<file path="src/rtl/truth_table_sweeper.sv">
// truth_table_sweeper: clocked, restartable sweep of a combinational bank.
// Walks every input row. For each row it waits a settle time, then samples
// the bank outputs, packs them into a truth table and scores each row
// against an expected table.
module truth_table_sweeper #(
  parameter int NUM_INPUTS    = 4,
  parameter int NUM_OUTPUTS   = 3,
  parameter int SETTLE_CYCLES = 1
) (
  input  logic                                       clk,
  input  logic                                       rst_n,
  input  logic                                       start,
  input  logic                                       abort,
  output logic [NUM_INPUTS-1:0]                      vec_out,
  input  logic [NUM_OUTPUTS-1:0]                     circ_in,
  input  logic [NUM_OUTPUTS*(2**NUM_INPUTS)-1:0]     exp_table,
  output logic                                       busy,
  output logic                                       row_valid,
  output logic [NUM_INPUTS-1:0]                      row_index,
  output logic [NUM_OUTPUTS-1:0]                     row_data,
  output logic [NUM_OUTPUTS*(2**NUM_INPUTS)-1:0]     table_out,
  output logic [NUM_INPUTS:0]                        mismatch_count,
  output logic                                       done,
  output logic                                       pass
);

  localparam int ROWS = 2**NUM_INPUTS;
  localparam int TW   = NUM_OUTPUTS*ROWS;
  // Counter only ever holds 0..SETTLE_CYCLES-1
  localparam int CW   = (SETTLE_CYCLES > 1) ? $clog2(SETTLE_CYCLES) : 1;
  localparam logic [CW-1:0]         CNT_RELOAD = CW'(SETTLE_CYCLES-1);
  localparam logic [NUM_INPUTS:0]   MISM_MAX   = (NUM_INPUTS+1)'(ROWS);
  localparam logic [NUM_INPUTS-1:0] LAST_ROW   = NUM_INPUTS'(ROWS-1);

  localparam logic [1:0] S_IDLE   = 2'd0;
  localparam logic [1:0] S_SETTLE = 2'd1;
  localparam logic [1:0] S_SAMPLE = 2'd2;
  localparam logic [1:0] S_DONE   = 2'd3;

  logic [1:0]             r_state;
  logic [NUM_INPUTS-1:0]  r_row;
  logic [CW-1:0]          r_cnt;
  logic [NUM_INPUTS-1:0]  r_vec;
  logic                   r_row_valid;
  logic [NUM_INPUTS-1:0]  r_row_index;
  logic [NUM_OUTPUTS-1:0] r_row_data;
  logic [TW-1:0]          r_table;
  logic [NUM_INPUTS:0]    r_mism;
  logic                   r_pass;

  logic [NUM_OUTPUTS-1:0] w_exp_slice;
  logic                   w_miss;
  logic [NUM_INPUTS:0]    w_mism_nxt;

  // Expected slice for the current row and the score after this sample
  always_comb begin
    w_exp_slice = exp_table[r_row*NUM_OUTPUTS +: NUM_OUTPUTS];
    w_miss      = (circ_in != w_exp_slice);
    w_mism_nxt  = (w_miss && (r_mism != MISM_MAX)) ? r_mism + 1'b1 : r_mism;
  end

  // Sweep FSM with row, settle counter, capture and scoring state
  always_ff @(posedge clk or negedge rst_n) begin
    if (!rst_n) begin
      r_state     <= S_IDLE;
      r_row       <= '0;
      r_cnt       <= '0;
      r_vec       <= '0;
      r_row_valid <= 1'b0;
      r_row_index <= '0;
      r_row_data  <= '0;
      r_table     <= '0;
      r_mism      <= '0;
      r_pass      <= 1'b0;
    end else begin
      r_row_valid <= 1'b0;
      case (r_state)
        S_IDLE: begin
          // abort wins over a simultaneous start
          if (start && !abort) begin
            r_state <= S_SETTLE;
            r_row   <= '0;
            r_vec   <= '0;
            r_cnt   <= CNT_RELOAD;
            r_table <= '0;
            r_mism  <= '0;
            r_pass  <= 1'b0;
          end
        end
        S_SETTLE: begin
          if (abort) begin
            r_state <= S_IDLE;
            r_vec   <= '0;
          end else if (r_cnt == '0) begin
            r_state <= S_SAMPLE;
          end else begin
            r_cnt <= r_cnt - 1'b1;
          end
        end
        S_SAMPLE: begin
          // An abort here drops the row entirely, even the final one
          if (abort) begin
            r_state <= S_IDLE;
            r_vec   <= '0;
          end else begin
            r_table[r_row*NUM_OUTPUTS +: NUM_OUTPUTS] <= circ_in;
            r_row_data  <= circ_in;
            r_row_index <= r_row;
            r_row_valid <= 1'b1;
            r_mism      <= w_mism_nxt;
            if (r_row == LAST_ROW) begin
              r_state <= S_DONE;
              r_pass  <= (w_mism_nxt == '0);
            end else begin
              r_state <= S_SETTLE;
              r_row   <= r_row + 1'b1;
              r_vec   <= r_row + 1'b1;
              r_cnt   <= CNT_RELOAD;
            end
          end
        end
        S_DONE: begin
          r_state <= S_IDLE;
          r_vec   <= '0;
        end
        default: r_state <= S_IDLE;
      endcase
    end
  end

  assign busy           = (r_state == S_SETTLE) || (r_state == S_SAMPLE);
  assign done           = (r_state == S_DONE);
  assign vec_out        = r_vec;
  assign row_valid      = r_row_valid;
  assign row_index      = r_row_index;
  assign row_data       = r_row_data;
  assign table_out      = r_table;
  assign mismatch_count = r_mism;
  assign pass           = r_pass;

endmodule
</file>
<file path="config.mk">
export PLATFORM = sky130hd
export DESIGN_NAME = truth_table_sweeper
export DESIGN_NICKNAME = d
export VERILOG_FILES = /design/src/rtl/truth_table_sweeper.sv
export SDC_FILE = /design/constraint.sdc
export NUM_CORES = 1
export LEC_CHECK = 0
export BUFFER_PORTS_ARGS = -buffer_cell sky130_fd_sc_hd__buf_2
export CAP_MARGIN = 20
export CELL_PAD_IN_SITES_DETAIL_PLACEMENT = 1
export CELL_PAD_IN_SITES_GLOBAL_PLACEMENT = 2
export CORE_MARGIN = 2
export CORE_UTILIZATION = 31
export DETAILED_ROUTE_END_ITERATION = 16
export PLACE_DENSITY = 0.79
export SLEW_MARGIN = 20
export SYNTH_ARGS = -nofsm -noshare
export SYNTH_HDL_FRONTEND = slang
export SYNTH_SLANG_ARGS = --single-unit
</file>
<file path="constraint.sdc">
create_clock -name clk -period 3.45 [get_ports clk]
set_clock_uncertainty 0.15 [all_clocks]
set_input_delay 0.1725 -clock clk [delete_from_list [all_inputs] [get_ports clk]]
set_output_delay 0.1725 -clock clk [all_outputs]
set_load 0.02 [all_outputs]
</file>
==> metrics.log <==
INFO  metric critical-path-max-stage-delay = 550 ps
INFO  metric hold_violations = 0
INFO  metric tightestPinTransition = between 700 and 800 ps
INFO  metric rsz0062_at_grt = no
INFO  metric post_synthesis_cell_count = 409
INFO  metric ant_nets = 0
INFO  metric cp-end-kind = flip-flop
INFO  metric hpwlAfterDp = about 9400 um
INFO  metric ys.flop_type = sky130_fd_sc_hd__dfrtp_1
INFO  metric synth.top_cells.by_area = sky130_fd_sc_hd__dfrtp_1 (45%), sky130_fd_sc_hd__mux2i_1 (8.3%), sky130_fd_sc_hd__nand2_1 (5.9%)
INFO  metric synth_area_per_cell = 9.682 um2
INFO  metric cell_with_the_most_instances_after_synthesis = sky130_fd_sc_hd__dfrtp_1
INFO  metric cts_inserted_buffers = 9
INFO  metric r2r_end = pass
INFO  metric drc_violations_left = 0
INFO  metric cts_post_setup_buffers_inserted = 0
INFO  metric finalSetupViolCount = 0
INFO  metric vdd_drop_max = 0.2508 mV
INFO  metric diode_insertion_count_for_antenna_repair = 0
INFO  metric vias_per_cell = 4.994
INFO  metric drt_first_pass_iters = 4
INFO  metric area_delta_synth_final = 28.82%
INFO  metric grt_remaining_overflow = 0
INFO  metric worst_ep_required_time = 3540 ps
INFO  metric maxCapViolations = 0
INFO  metric number_of_gates_resized_after_cts = 0
INFO  metric setup.worst_path.start = r_row[0]
INFO  metric die_x = 117.0 um
INFO  metric clock_pin_slew_on_the_worst_setup_and_hold_paths = ~60 ps
INFO  metric timing.final.crit_share = 79.71%
INFO  metric wirelength = 11960 um
INFO  metric crit_chain = inv_1 -> mux4_2 -> xor2_1 -> a21oi_1 -> nor4b_1 -> o21ai_1 -> o32ai_2
INFO  metric detailedRoute.firstIterationViolations = between 150 and 200
INFO  metric clkLatencyLatePin = 330 ps
INFO  metric yosys_warnings = 0
INFO  metric fin_worst_hold_slack = just under 6 ps
INFO  metric fin_crit = 2750 ps
INFO  metric maxSlewViolCount = 0
INFO  metric setup_slack_reg_to_reg = 700 ps
INFO  metric final_layout_size_suffix_gt1_share = 30.50%
INFO  metric yosys.area.top_type_share = 45.50%
INFO  metric synthesis.area = roughly 4000 um2
INFO  metric asyncSetResetFlopFracSynth = 100.0%
INFO  metric fin_total_pwr = 0.002902 W
INFO  metric yosysSeqAreaShare = 45.50%
INFO  metric dieHeight = 117.0 um
INFO  metric fp.dieArea = 13690 um2
INFO  metric critical_path_depth = 7
INFO  metric timing.critical_path.from_type = flip-flop
INFO  metric finalWorstSetupSlack = 700.2 ps
INFO  metric grt_pass1_vias = 3656
INFO  metric pre_cts_ws = just under 700 ps
INFO  metric yosys-top-cells-count = sky130_fd_sc_hd__dfrtp_1 (72), sky130_fd_sc_hd__nand2_1 (62), sky130_fd_sc_hd__nand3_1 (38)
INFO  metric num_rows = 41
INFO  metric power.density_cell_area = 569.0 nW/um2
INFO  metric first_pass_grt_wire_length = 19020 um
INFO  metric vias = roughly 3600
INFO  metric setup.worst_path.class = reg -> reg
INFO  metric critical_path.max_fanout = 7
INFO  metric grt_antenna_before_repair = 0
INFO  metric design.final.nets = 602
INFO  metric cts.root.buffer_cell = sky130_fd_sc_hd__clkbuf_16
INFO  metric wl_per_cell = 16.77 um
INFO  metric io_buffer_count = ~120
INFO  metric cp_buf_inv_count = 1
INFO  metric top_level_pins = approximately 120
INFO  metric edff_count_synth = 0
INFO  metric starting_density_of_the_core = around a third
INFO  metric run_status = completed
INFO  metric worst-r2r-cell-count = 7
INFO  metric grt_max_degree = 33
INFO  metric post-route-util = 40.59%
INFO  metric yosys_top_cell_by_area = sky130_fd_sc_hd__dfrtp_1
INFO  metric setup-tns-final = 0 ps
INFO  metric min-delay-path-class = in -> reg
INFO  metric cts_htree_levels = 3
INFO  metric critical_path.reg2reg.startpoint = r_row[0]
INFO  metric gr-usage-all-layers = 18.06%
INFO  metric critical_path.slowest_cell = sky130_fd_sc_hd__mux4_2
INFO  metric clkSinkCount = about 70
INFO  metric cp-endpoint = pass
INFO  metric worstPathArrival = 2840 ps
INFO  metric place_congestion = 0.8750
INFO  metric synth_cell_type_count = 49
INFO  metric placeableCoreArea = 12570 um2
INFO  metric synth_fp_nets = around 480
INFO  metric ctsLongestPathBuffers = 2
INFO  metric maxClockFrequency = 363.7 MHz
INFO  metric power.static_leakage = ~2.5 nW
INFO  metric ys_seq_elements = 72
INFO  metric cp_top_family = multiplexers
INFO  metric slew_headroom = 48.55%
INFO  metric tritoncts = yes
-- state kept, by name, indices dropped and copies added (netlist names) --
name / count
row_data: 3
vec_out: 4
pass: 1
r_row: 4
table_out: 48
mismatch_count: 5
row_valid: 1
row_index: 4
r_state: 2
-- worst min-delay path by stage --
stage	start	endpoint	slack [ps]	depth (start not counted)
detailed placement	rst_n	mismatch_count[0]	130	1
CTS	circ_in[0]	row_data[0]	2	3
finish	circ_in[1]	row_data[1]	6	3
global route	circ_in[2]	row_data[2]	30	3
floorplan	rst_n	mismatch_count[0]	-270	0
global placement	rst_n	mismatch_count[1]	110	1
-- cell type report --
class                      count  area [um2]
clock buffer                  11       242.7
multi-input combinational    294        1961
clock inverter                 5       56.30
fill                        1473        7467
inverter                      21       78.83
tap                          172       215.2
timing repair buffer         138       745.7
sequential                    72        1802
-- worst register-to-register path: cells and delay by family (launching register included) --
kind / cells / cell delay, ps
XOR/XNOR: 1 / 250
AO/OA/AOI/OAI: 3 / 530
flip-flops: 1 / 510
AND/OR/NAND/NOR: 1 / 350
buffers and inverters: 1 / 310
multiplexers: 1 / 550
-- logic make-up after synthesis --
kind of cell	synth area share, %
XOR/XNOR	2.433
adder cells (fa/ha/maj)	3.475
AND/OR/NAND/NOR	17.03
flip-flops	45.50
AO/OA/AOI/OAI	13.33
buffers and inverters	4.992
multiplexers	13.24
-- metrics by stage --
stage	std cells	area [um2]
after floorplan	409	3960
after global placement	696	4792
after detailed placement	696	4792
after CTS	713	5101
after global routing	713	5101
final	713	5101
-- power by group --
group | switching, W | internal, W
Sequential | 0.0000660 | 0.000906
Clock | 0.000350 | 0.000578
Combinational | 0.000632 | 0.000370
Total | 0.00105 | 0.00185
-- routing by layer --
layer / up-vias / GRT usage, % / part of all wire, %
li1: 1709 / - / -
met1: 1741 / 23.29 / 44
met2: 100 / 31.48 / 51
met3: 11 / 2.472 / 3.9
met4: 0 / 5.725 / 1.4
met5: - / 0 / 0
-- what timing repair did --
item                       in CTS  in global routing
setup endpoints to repair       0                  0
hold buffers                    1                  0
hold endpoints to repair       30                  0
-- layout by cell type, fill, tap and decap left out, types with 11 or more instances in the layout --
master / n
sky130_fd_sc_hd__buf_4: 14
sky130_fd_sc_hd__nand2_1: 62
sky130_fd_sc_hd__o21ai_1: 36
sky130_fd_sc_hd__ha_1: 11
sky130_fd_sc_hd__nor2_1: 17
sky130_fd_sc_hd__dfrtp_1: 72
sky130_fd_sc_hd__buf_2: 122
sky130_fd_sc_hd__inv_1: 19
sky130_fd_sc_hd__nand3_1: 38
sky130_fd_sc_hd__mux2i_1: 33
Note: power is estimated with default switching activity, not from simulation.
